File: src/rtl/cpu_inst_encoder.sv
// ============================================================================
// Module      : cpu_inst_encoder
// Description : Turns field-level encode requests into MIPS instruction words
//               on a valid/ready stream; expands li and branch delay slots.
//               Optional feature macro: CPU_ENCODER_DELAY_SLOT_EN
// Revision    : 1.0 - initial release
// ============================================================================
`default_nettype none

module cpu_inst_encoder (
    input  logic        clk,
    input  logic        rst,
    input  logic        req_valid,
    output logic        req_ready,
    input  logic [3:0]  req_kind,
    input  logic [5:0]  req_opcode,
    input  logic [5:0]  req_funct,
    input  logic [4:0]  req_rs,
    input  logic [4:0]  req_rt,
    input  logic [4:0]  req_rd,
    input  logic [4:0]  req_shamt,
    input  logic [31:0] req_imm,
    input  logic [25:0] req_jaddr,
    output logic        out_valid,
    input  logic        out_ready,
    output logic [31:0] out_inst,
    output logic        out_last,
    output logic        err,
    output logic [15:0] word_count
);

    localparam logic [3:0] c_kind_rfmt = 4'd0;
    localparam logic [3:0] c_kind_ifmt = 4'd1;
    localparam logic [3:0] c_kind_jfmt = 4'd2;
    localparam logic [3:0] c_kind_li   = 4'd3;
    localparam logic [3:0] c_kind_move = 4'd4;
    localparam logic [3:0] c_kind_nop  = 4'd5;
    localparam logic [3:0] c_kind_br   = 4'd6;

    localparam logic [5:0] c_op_ori = 6'b001101;
    localparam logic [5:0] c_op_lui = 6'b001111;

    localparam logic [0:0] c_st_idle   = 1'b0;
    localparam logic [0:0] c_st_second = 1'b1;

    logic [0:0]  r_state;
    logic [0:0]  w_state_nxt;
    logic [31:0] r_pending;
    logic        r_out_valid;
    logic [31:0] r_out_inst;
    logic        r_out_last;
    logic        r_err;
    logic [15:0] r_word_count;

    logic [31:0] w_first;
    logic [31:0] w_second;
    logic        w_li_two;
    logic        w_illegal;
    logic        w_two;
    logic        w_accept;
    logic        w_consume;
    logic        w_load;

    always_comb begin
        w_first   = 32'h0000_0000;
        w_second  = 32'h0000_0000;
        w_li_two  = 1'b0;
        w_illegal = 1'b0;
        case (req_kind)
            c_kind_rfmt: w_first = {6'b000000, req_rs, req_rt, req_rd, req_shamt, req_funct};
            c_kind_ifmt,
            c_kind_br:   w_first = {req_opcode, req_rs, req_rt, req_imm[15:0]};
            c_kind_jfmt: w_first = {req_opcode, req_jaddr};
            c_kind_li: begin
                if (req_imm[31:16] == 16'h0000) begin
                    w_first = {c_op_ori, 5'd0, req_rt, req_imm[15:0]};
                end else begin
                    w_first = {c_op_lui, 5'd0, req_rt, req_imm[31:16]};
                    // Non-zero low half needs the follow-up ori on the same register
                    if (req_imm[15:0] != 16'h0000) begin
                        w_li_two = 1'b1;
                        w_second = {c_op_ori, req_rt, req_rt, req_imm[15:0]};
                    end
                end
            end
            c_kind_move: w_first = {6'b000000, req_rs, 5'd0, req_rd, 5'd0, 6'b100001};
            c_kind_nop:  w_first = 32'h0000_0000;
            default:     w_illegal = 1'b1;
        endcase
    end

`ifdef CPU_ENCODER_DELAY_SLOT_EN
    // Branch words are followed by a NOP, which is the default w_second value
    logic w_branch;
    assign w_branch = (req_kind == c_kind_jfmt) || (req_kind == c_kind_br) ||
                      ((req_kind == c_kind_rfmt) && (req_funct[5:1] == 5'b00100));
    assign w_two    = w_li_two | w_branch;
`else
    assign w_two    = w_li_two;
`endif

    assign req_ready = !rst && (r_state == c_st_idle) && (!r_out_valid || out_ready);
    assign w_accept  = req_valid && req_ready;
    assign w_consume = r_out_valid && out_ready;
    assign w_load    = w_accept && !w_illegal;

    always_comb begin
        w_state_nxt = r_state;
        if (r_state == c_st_idle) begin
            if (w_load && w_two) w_state_nxt = c_st_second;
        end else begin
            if (w_consume) w_state_nxt = c_st_idle;
        end
    end

    always_ff @(posedge clk) begin
        if (rst) r_state <= c_st_idle;
        else     r_state <= w_state_nxt;
    end

    always_ff @(posedge clk) begin
        if (rst) begin
            r_pending    <= 32'h0000_0000;
            r_out_valid  <= 1'b0;
            r_out_inst   <= 32'h0000_0000;
            r_out_last   <= 1'b0;
            r_err        <= 1'b0;
            r_word_count <= 16'h0000;
        end else begin
            r_err <= w_accept && w_illegal;
            if (w_consume) r_word_count <= r_word_count + 16'd1;
            if (w_load) begin
                r_out_valid <= 1'b1;
                r_out_inst  <= w_first;
                r_out_last  <= !w_two;
                if (w_two) r_pending <= w_second;
            end else if ((r_state == c_st_second) && w_consume) begin
                r_out_inst <= r_pending;
                r_out_last <= 1'b1;
            end else if (w_consume) begin
                r_out_valid <= 1'b0;
            end
        end
    end

    assign out_valid  = r_out_valid;
    assign out_inst   = r_out_inst;
    assign out_last   = r_out_last;
    assign err        = r_err;
    assign word_count = r_word_count;

endmodule

`default_nettype wire
File: config.mk
export PLATFORM = sky130hd
export DESIGN_NAME = cpu_inst_encoder
export DESIGN_NICKNAME = d
export VERILOG_FILES = /design/src/rtl/cpu_inst_encoder.sv
export SDC_FILE = /design/constraint.sdc
export NUM_CORES = 1
export LEC_CHECK = 0
export ABC_AREA = 1
export CAP_MARGIN = 20
export CORE_AREA = 2 2 95 97
export DETAILED_ROUTE_END_ITERATION = 10
export DIE_AREA = 0 0 97 99
export PLACE_DENSITY = 0.87
export SLEW_MARGIN = 20
export SYNTH_ARGS = -nofsm -noshare
export SYNTH_HDL_FRONTEND = slang
export SYNTH_SLANG_ARGS = --single-unit
File: constraint.sdc
create_clock -name clk -period 3.92 [get_ports clk]
set_input_delay 0.392 -clock clk [delete_from_list [all_inputs] [get_ports clk]]
set_output_delay 0.392 -clock clk [all_outputs]
set_load 0.005 [all_outputs]
==> summary.txt <==
Clock tree
  • CTS Root Cell: clkbuf_8
  • Setup Buffers After CTS: 0
  • Reg clk slew, reported paths: 0.08 ns
  • Clock buffer depth: 2
  • Inserted Clock Buffers: 9
  • H-tree levels: 3
  • CTS-repair resized insts: 0
  • CTS Sinks: 74
  • CTS tree: built
  • CTS Hold Buffers Added: 0
  • Skew-Pair Late Insertion Delay: 0.35 ns

Setup path
  • Crit start category: input port
  • Critical path class: input port to register
  • Reg2Reg Depth: 9
  • Largest stage delay, worst path: 0.45 ns
  • R2r endpoint: r_pending[14]
  • Worst Path Buf+Inv: 2
  • Critical path data required time: 4.16 ns
  • Worst-path maximum fanout: 23
  • Cell family with most CP delay: simple AND/OR/NAND/NOR gates
  • Critical path arrival: 3.05 ns
  • Reg2reg setup slack: 1.58 ns
  • Worst flop-to-flop path startpoint: out_valid
  • Nature of the critical path endpoint: register
  • Slowest-stage cell, CP: nand2_1
  • Sequence of cells on the critical path: clkdlybuf4s50_1, nor2_1, nand2_1, nor2_4, nand2_1, nand2_1, nor2_4, nand2_2, inv_2, nor2_1, nor2_1

Floorplanning
  • Core footprint: 0.008551 mm2
  • Die ar.: 0.009603 mm2
  • Die Span Y: 99 um
  • Die X: 97 um
  • Initial Util: 0.4773
  • IO Count: 150
  • Placement row count: 34

Placement
  • Dpl cells: 883
  • Area post-placement: 0.005590 mm2
  • Port bufs: 149
  • Gpl congestion: 0.8888
  • Dpl hpwl: 9405 um

Global route
  • Largest net degree at the start of global routing: 63
  • First-pass GRT wire length: 20530 um
  • Total global-route track usage: 0.2589
  • Number of global-route vias before repair: 4537
  • Initial antenna violation count: 0
  • GRT overflow: 0

Min path
  • HP Start: out_inst[30]
  • Hold EP: out_inst[30]
  • Hold path depth: 2
  • Hold WC Path Type: register to register

Layout
  • Net count reported at finish: 885
  • Fin area: 0.005786 mm2
  • ANT cells: 0
  • Commonest non-fill, non-tap cell in the layout: nand2_1
  • Fin util: 0.6766
  • Layout fillers: 716
  • Post-route non-filler standard cell count: 899
  • P&R area growth vs syn: 41.75%
  • Share of cells above drive strength 1: 0.04804
  • Commonest cells after routing, fill and taps aside: nand2_1 (171), clkdlybuf4s50_1 (149), a21oi_1 (84)

Synthesis
  • Mapped Nets: 753
  • Cell variety after synth: 28
  • Synth Warn #: 0
  • Synth Register Bits: 74
  • Post-Synthesis Cells: 654
  • Register area share after synthesis: 0.3630
  • Syn avg cell area: 6.241 um2
  • Cell Area, Synth: 0.004081 mm2

STA
  • Final min period: 2.806 ns
  • Layout Skew: 0.004760 ns
  • Final Hold Viols: 0
  • Final Setup Violations: 0
  • Sum Neg Setup Slack: 0 ns
  • Final worst path period share: 0.7159
  • Tightest Pin Transition: 0.9270 ns
  • Final Slew Violations: 0
  • FMAX: 356.3 MHz
  • Slew margin rel.: 0.3797
  • RSZ-0062 raised after global routing: no

Route
  • Drt first-iter violations: 364
  • Vias post-DR: 4831
  • DR pass1 iterations: 5
  • DR vias/cell: 5.374
  • DRC: 0
  • Total wire length: 12540 um
  • WL per Instance: 13.95 um
  • Antenna Violating Nets Remaining: 0

Power
  • Leakage Power: 2.500 nW
  • Peak supply drop: 0.1463 mV
  • Pwr per Cell Area: 289.5 mW/mm2

Flow run
  • MaxCap Viol Count: 0

Status
  • Status: finished clean
worst reg2reg max path: cells and delay by family (launching register included):
| family | cells | cell delay (ns) |
|---|---|---|
| buffers and inverters | 2 | 0.61 |
| and+or+nand+nor | 7 | 1.32 |
| DFF | 1 | 0.34 |
registers in the layout, indices dropped and copies added (netlist names):
signal	flops
word_count	16
r_pending	22
out_last	1
out_valid	1
err	1
out_inst	32
r_state	1
worst max path at each step:
| stage | startpoint | end | depth (start not counted) |
|---|---|---|---|
| 5_1_grt | req_imm[16] | r_pending[10] | 11 |
| 3_3_place_gp | req_imm[18] | r_pending[0] | 11 |
| 6_report | req_imm[16] | r_pending[14] | 11 |
| 2_1_floorplan | req_imm[18] | r_pending[28] | 11 |
| 3_5_place_dp | req_imm[16] | r_pending[14] | 11 |
| 4_1_cts | req_imm[16] | r_pending[14] | 11 |
cell families (layout without fill, tap and decap cells):
kind of cell	Yosys count	count (layout)	share of synthesized area
compound gates	154	154	0.1919
buf+inv	100	237	0.09840
fa+ha+maj	1	1	0.003065
flops	74	74	0.3630
xor+xnor	1	1	0.002146
simple gates	324	324	0.3415
cells in the mapped netlist:
library cell | instances | share of area
nor2_1 | 73 | 0.067
o21ai_1 | 20 | 0.025
a31oi_1 | 1 | 0.0015
a21oi_2 | 1 | 0.0021
nor2_4 | 5 | 0.014
nand2_1 | 171 | 0.16
o21ai_0 | 45 | 0.055
inv_1 | 59 | 0.054
nand4_4 | 1 | 0.0052
buf_4 | 3 | 0.0055
inv_4 | 1 | 0.0015
inv_2 | 8 | 0.0074
nand4_1 | 7 | 0.011
a211oi_1 | 1 | 0.0018
nand3_1 | 60 | 0.074
ha_1 | 1 | 0.0031
dfxtp_1 | 74 | 0.36
nor2_8 | 1 | 0.0049
nand2_2 | 1 | 0.0015
a21oi_1 | 84 | 0.10
xor2_1 | 1 | 0.0021
buf_2 | 10 | 0.012
clkbuf_1 | 18 | 0.017
nor2_2 | 2 | 0.0031
nor3_1 | 2 | 0.0025
o21a_1 | 2 | 0.0037
clkinv_1 | 1 | 0.00092
nand3b_1 | 1 | 0.0018
final cells by class:
type | instances | area, um2 | share of cell area
multi-input combinational | 480 | 2198 | 0.3800
timing repair buffer | 152 | 1514 | 0.2617
sequential | 74 | 1481 | 0.2561
inverter | 69 | 261.5 | 0.04520
clock buffer | 11 | 141.4 | 0.02444
tap | 108 | 135.1 | 0.02336
clock inverter | 5 | 53.80 | 0.009299
routing by layer:
metal  GRT usage  share of wire  wire length, um  vias to the layer above
met4      0.1268          0.032              403                        0
met3     0.05035          0.086             1076                       37
met2      0.4407           0.47             5926                      255
met1      0.3142           0.41             5130                     2150
met5           0              0                0                        -
li1            -              -                -                     2389
through the flow:
stage / hold WS, ns / power, mW / setup slack [ns]
after global routing: 0.4932 / 1.742 / 0.9116
after CTS: 0.4669 / 1.683 / 1.174
after detailed placement: 0.4556 / 1.103 / 0.8054
after floorplan: 0.4392 / 0.9220 / 2.335
final: 0.4669 / 1.675 / 1.114
after global placement: 0.4512 / 1.099 / 0.9876
power by group:
part | switching (mW) | internal [mW] | total (mW)
registers | 0.0126 | 0.773 | 0.786
logic | 0.141 | 0.162 | 0.303
clock network | 0.277 | 0.309 | 0.587
No activity file was read; power rests on OpenSTA's default activity.
